### src/rtl/ftdi_tx_scheduler.sv
// ftdi_tx_scheduler: round-robin packet scheduler feeding one FTDI fast-serial byte transmitter
// Each granted packet is sent as a header byte 8'hA0|id followed by the requester's payload.
// Ports:
//   clk, reset       clock, asynchronous active-low reset
//   req_valid/last   per-requester byte valid and end-of-packet marker
//   req_data         per-requester byte, requester i on bits [8i+7:8i]
//   req_ready        combinational per-requester byte accept
//   tx_ready         serializer can take a byte
//   tx_data/strobe   registered byte and one-cycle read strobe to the serializer
//   grant            one-hot current owner, zero when idle
//   pkt_done         pulse when a packet ends on its last byte
//   err_trunc        pulse when a packet is cut off (length limit or stall watchdog)
// Optional: define FTDI_SCHED_WATCHDOG_EN to abort packets stalled for TIMEOUT cycles.
module ftdi_tx_scheduler #(
   parameter int NUM_REQ = 2,
   parameter int MAX_LEN = 16,
   parameter int TIMEOUT = 1023
) (
   input  logic                 clk,
   input  logic                 reset,
   input  logic [NUM_REQ-1:0]   req_valid,
   input  logic [8*NUM_REQ-1:0] req_data,
   input  logic [NUM_REQ-1:0]   req_last,
   output logic [NUM_REQ-1:0]   req_ready,
   input  logic                 tx_ready,
   output logic [7:0]           tx_data,
   output logic                 tx_strobe,
   output logic [NUM_REQ-1:0]   grant,
   output logic                 pkt_done,
   output logic                 err_trunc
);
   localparam int CW = $clog2(MAX_LEN + 1);
   localparam logic [CW-1:0] MAXC = CW'(MAX_LEN);
   if (NUM_REQ < 1 || NUM_REQ > 4 || MAX_LEN < 1 || TIMEOUT < 1) begin : g_param_check
      $error("ftdi_tx_scheduler: parameter out of range");
   end
   typedef enum logic [1:0] {IDLE, HEADER, PAYLOAD} state_t;
   state_t state, state_n;
   logic [NUM_REQ-1:0]   grant_n, rot;
   logic [2*NUM_REQ-1:0] dbl;
   logic [1:0]           ptr, ptr_n, nxt, sel;
   logic [CW-1:0]        cnt, cnt_n, cnt_inc;
   logic [7:0]           data_n, cur_data;
   logic                 strobe_n, done_n, trunc_n, issue_ok, cur_valid, cur_last, found;
`ifdef FTDI_SCHED_WATCHDOG_EN
   localparam int SW = $clog2(TIMEOUT + 1);
   logic [SW-1:0] stall, stall_n;
`endif
   // A strobe cycle always blocks issue, so strobes can never be back to back.
   assign issue_ok  = tx_ready & ~tx_strobe;
   assign req_ready = (state == PAYLOAD && issue_ok) ? grant : '0;
   assign cur_valid = |(req_valid & grant);
   assign cur_last  = |(req_last & grant);
   // Rotate requests so bit 0 is the requester just after the last owner.
   assign nxt = (int'(ptr) == NUM_REQ - 1) ? 2'd0 : ptr + 2'd1;
   assign dbl = {req_valid, req_valid} >> nxt;
   assign rot = dbl[NUM_REQ-1:0];
   always_comb begin
      found = 1'b0;
      sel   = ptr;
      for (int k = 0; k < NUM_REQ; k++)
         if (!found && rot[k]) begin
            found = 1'b1;
            sel   = 2'((int'(nxt) + k) % NUM_REQ);
         end
   end
   always_comb begin
      cur_data = '0;
      for (int i = 0; i < NUM_REQ; i++)
         cur_data = cur_data | (grant[i] ? req_data[8*i +: 8] : 8'd0);
   end
   always_comb begin
      state_n  = state;
      grant_n  = grant;
      ptr_n    = ptr;
      cnt_n    = cnt;
      data_n   = tx_data;
      strobe_n = 1'b0;
      done_n   = 1'b0;
      trunc_n  = 1'b0;
      cnt_inc  = (cnt == MAXC) ? cnt : cnt + 1'b1;
      if (state == IDLE) begin
         if (found) begin
            grant_n = NUM_REQ'(1) << sel;
            ptr_n   = sel;
            state_n = HEADER;
         end
      end else if (state == HEADER) begin
         if (issue_ok) begin
            data_n   = 8'hA0 | {6'd0, ptr};
            strobe_n = 1'b1;
            cnt_n    = '0;
            state_n  = PAYLOAD;
         end
      end else if (state == PAYLOAD) begin
         if (issue_ok && cur_valid) begin
            data_n   = cur_data;
            strobe_n = 1'b1;
            cnt_n    = cnt_inc;
            if (cur_last) begin
               done_n  = 1'b1;
               grant_n = '0;
               state_n = IDLE;
            end else if (cnt_inc == MAXC) begin
               trunc_n = 1'b1;
               grant_n = '0;
               state_n = IDLE;
            end
         end
      end else begin
         grant_n = '0;
         state_n = IDLE;
      end
`ifdef FTDI_SCHED_WATCHDOG_EN
      stall_n = (state == IDLE || strobe_n) ? '0 : stall + 1'b1;
      if (state != IDLE && !strobe_n && stall_n == SW'(TIMEOUT)) begin
         trunc_n = 1'b1;
         grant_n = '0;
         state_n = IDLE;
      end
`endif
   end
   always_ff @(posedge clk or negedge reset)
      if (!reset) begin
         state     <= IDLE;
         grant     <= '0;
         ptr       <= 2'(NUM_REQ - 1);
         cnt       <= '0;
         tx_data   <= '0;
         tx_strobe <= 1'b0;
         pkt_done  <= 1'b0;
         err_trunc <= 1'b0;
      end else begin
         state     <= state_n;
         grant     <= grant_n;
         ptr       <= ptr_n;
         cnt       <= cnt_n;
         tx_data   <= data_n;
         tx_strobe <= strobe_n;
         pkt_done  <= done_n;
         err_trunc <= trunc_n;
      end
`ifdef FTDI_SCHED_WATCHDOG_EN
   always_ff @(posedge clk or negedge reset)
      if (!reset) stall <= '0;
      else stall <= stall_n;
`endif
endmodule
### config.mk
export PLATFORM = sky130hd
export DESIGN_NAME = ftdi_tx_scheduler
export DESIGN_NICKNAME = d
export VERILOG_FILES = /design/src/rtl/ftdi_tx_scheduler.sv
export SDC_FILE = /design/constraint.sdc
export NUM_CORES = 1
export LEC_CHECK = 0
export BUFFER_PORTS_ARGS = -buffer_cell sky130_fd_sc_hd__buf_4
export CAP_MARGIN = 30
export CORE_AREA = 2 2 54 56
export CTS_BUF_LIST = sky130_fd_sc_hd__clkbuf_8
export CTS_CLUSTER_DIAMETER = 80
export CTS_CLUSTER_SIZE = 24
export DETAILED_ROUTE_END_ITERATION = 8
export DIE_AREA = 0 0 56 58
export GPL_ROUTABILITY_DRIVEN = 0
export GPL_TIMING_DRIVEN = 0
export PLACE_DENSITY = 0.72
export SYNTH_ARGS = -nofsm -noshare
export SYNTH_HDL_FRONTEND = slang
export SYNTH_SLANG_ARGS = --single-unit
### constraint.sdc
create_clock -name clk -period 2 [get_ports clk]
set_input_delay 0.5 -clock clk [delete_from_list [all_inputs] [get_ports clk]]
set_output_delay 0.5 -clock clk [all_outputs]
set_load 0.05 [all_outputs]
==> results.md <==
* Register bit total from synthesis at 22
* Area grow syn2layout at 36.4%
* Post-synth EDFFs at 0
* Rel. slew slack at 67.9%
* Ys flop type: dfrtp_1
* Clk pin slew, worst setup/hold paths at 0.08 ns
* First-pass GRT wire length at ~4.9 mm
* Req. time, crit path at 2.15 ns
* Minimum clock period at about 2 ns
* RSZ-0062 raised after global routing: true
* Post-route design area at between 1500 and 2000 um^2
* Number of buffers created by CTS at 3
* I/O Buffers at 37
* Hold Vio Cnt, Final at 0
* Die width at 56 um
* TritonCTS clock tree: done
* Slew @ Worst Pin at 0.478 ns
* CP Data Arrival Time at around 2.1 ns
* RR Startpoint: cnt[1]
* H-tree lvl count at 1
* Netlist cell types at 39
* Initial antenna violation count at 0
* Worst-path maximum fanout at 5
* Setup_tns at 0 ns
* CP endpoint kind: flip-flop
* Max Transition Viols Final at 0
* CP Launch Point: cnt[1]
* Worst skew pair latency at 0.26 ns
* Synth top area share at 44.0%
* Post-Route WL at 2.90 mm
* Syn Nets at 147
* Dpl ws at -0.0898 ns
* Share of post-route cells with drive strength above 1 at approximately 38%
* Via Count at 1,080
* First-pass detailed-route iteration total at 4
* GRT Overall Usage at a little under 20%
* Total power at 2.42 mW
* Clock Sinks at 22
* Vias in the first global route at 1,089
* Setup CP Type: reg -> reg
* Pwr/cell area at ~1500 nW/um^2
* Die Y at 58 um
* Mapped cell area at 1190 um^2
* Vias/cell at 5.54
* Clock buffer depth at 2
* Cts hold-fix bufs at 0
* Highest clock rate at 0.514 GHz
* Post-Syn Area per Cell at roughly 9.8 um^2
* Final ANT Viol Nets at 0
* FFs w/ async S/R, synth at 100%
* Final-report setup violation count at 0
* Final Hold Slack at 0.115 ns
* HP Class: in -> async
* Pin count of the biggest net entering global routing at 23
* DRT iter0 DRCs at 32
* Top cells by area, synth: dfrtp_1, a22oi_1, o21ai_0, nand2_1, inv_1
* Sequential fraction of the synthesis area at 46.2%
* GR Overflow Total at 0
* DRC at 0
* Placed Area at roughly 1500 um^2
* Cell leakage power at 0.761 nW
* Antenna Cells at 0
* Leading area contributor after synthesis: dfrtp_1
* Top-count cell post-synth: dfrtp_1
* Ys Warns at 0
* I/O pin total at 38
* Final setup margin at roughly 0.054 ns
* Detail Placement HPWL at roughly 2.3 mm
* Rows at 19
* Status: finished clean
* Die ar. at approximately 3200 um^2
* CTS root buf: clkbuf_8
* Max incr delay on CP at 0.39 ns
* Commonest cells in the netlist: dfrtp_1, o21ai_0, nand2_1
* Post-DR wirelength/cell at approximately 15 um
* Max-cap viol count at 0
* CP max stage cell: dfrtp_1
* Clk_skew at 0.00561 ns
* Worst-path cell chain: inv_2, ha_4, nand4bb_4, or3_1, a221oi_2, o221ai_2, a32o_2
* Core Area at between 2000 and 3000 um^2
* Nets at 190
* Worst Setup Start Kind: flip-flop
* Period utilization at 97.3%
* Peak supply drop at between 1 and 1.5 mV
* Post-Syn Instances at roughly 120
* Initial Util at 44.8%
[power by group]
part | leakage [nW] | switching, mW | total [mW] | internal [mW]
combinational | 0.442 | 0.792 | 1.28 | 0.487
clock | 0.0357 | 0.142 | 0.409 | 0.267
sequential | 0.283 | 0.145 | 0.735 | 0.590
total | 0.761 | 1.08 | 2.42 | 1.34
[per-layer routing]
layer	vias to the layer above	share of wire, %	track usage (%)
li1	525	-	-
met1	516	44	24.2
met2	31	49	32.4
met3	8	4.3	4.46
met4	0	1.9	8.16
met5	-	0	0
[layout by cell type (no fill, tap or decap), types with 2 or more instances in the layout]
| master | instances |
|---|---|
| a21oi_1 | 4 |
| a22oi_1 | 10 |
| a2bb2oi_1 | 2 |
| and3_2 | 2 |
| buf_4 | 39 |
| clkbuf_8 | 4 |
| dfrtp_1 | 19 |
| dfrtp_2 | 2 |
| inv_1 | 7 |
| inv_2 | 2 |
| nand2_1 | 13 |
| nand2b_1 | 2 |
| nand3_1 | 2 |
| nand3b_1 | 2 |
| nor2_1 | 5 |
| nor2b_1 | 3 |
| nor3_1 | 2 |
| o21ai_0 | 14 |
| o22ai_1 | 2 |
[repair_timing]
action / in CTS / in global routing
hold endpoints to repair: 0 / 0
setup endpoints to repair: 4 / 3
resized for setup: 3 / 5
pin swaps: 3 / 2
setup buffers: 2 / 0
[per-stage QoR]
stage | instances | utilization (%)
3_5_place_dp | 190 | 57.2
4_1_cts | 195 | 60.9
3_3_place_gp | 190 | 57.2
6_report | 195 | 61.1
5_1_grt | 195 | 61.1
2_1_floorplan | 122 | -
[cell families (layout without fill, tap and decap cells)]
group / count (synthesis) / after routing / synth area share, %
xor gates and xnor gates: 2 / 2 / 1.47
DFF: 22 / 22 / 46.2
and+or+nand+nor: 41 / 41 / 20.0
adders and majority gates: 2 / 2 / 2.10
buffers and inverters: 13 / 55 / 5.56
AOI/OAI and AO/OA: 41 / 41 / 23.8
muxes: 1 / 1 / 0.839
[sequential cells by signal, summed over array words and instances (netlist names)]
name and flops:
cnt 5, ptr 2, grant 2, tx_strobe 1
err_trunc 1, state 2, tx_data 8, pkt_done 1
[layout make-up]
class | instances | area (um^2)
Inverter | 9 | 33.8
Fill cell | 244 | 1030
Timing Repair Buffer | 39 | 293
Buffer | 3 | 28.8
Sequential cell | 22 | 554
Clock inverter | 1 | 30.0
Clock buffer | 3 | 41.3
Tap cell | 31 | 38.8
Multi-Input combinational cell | 87 | 608
[worst max-delay path, delay by kind of cell (launching register included)]
kind,cells,cell delay (ns)
adders and majority gates,1,0.15
buffers and inverters,1,0.08
AOI/OAI and AO/OA,3,0.74
and+or+nand+nor,2,0.48
DFF,1,0.39
[worst paths after layout]
| check | cells past startpoint | endpoint | slack [ns] |
|---|---|---|---|
| worst min register to register | 2 | tx_data[2] | 0.51 |
| max in group asynchronous | 1 | ptr[0] | 1.61 |
| min in group clk | 2 | tx_data[2] | 0.51 |
| worst max register to register | 7 | grant[0] | 0.05 |
| worst max-delay path | 7 | grant[0] | 0.05 |
| worst min-delay path | 1 | grant[0] | 0.12 |
Power figures use the tool's default switching activity.
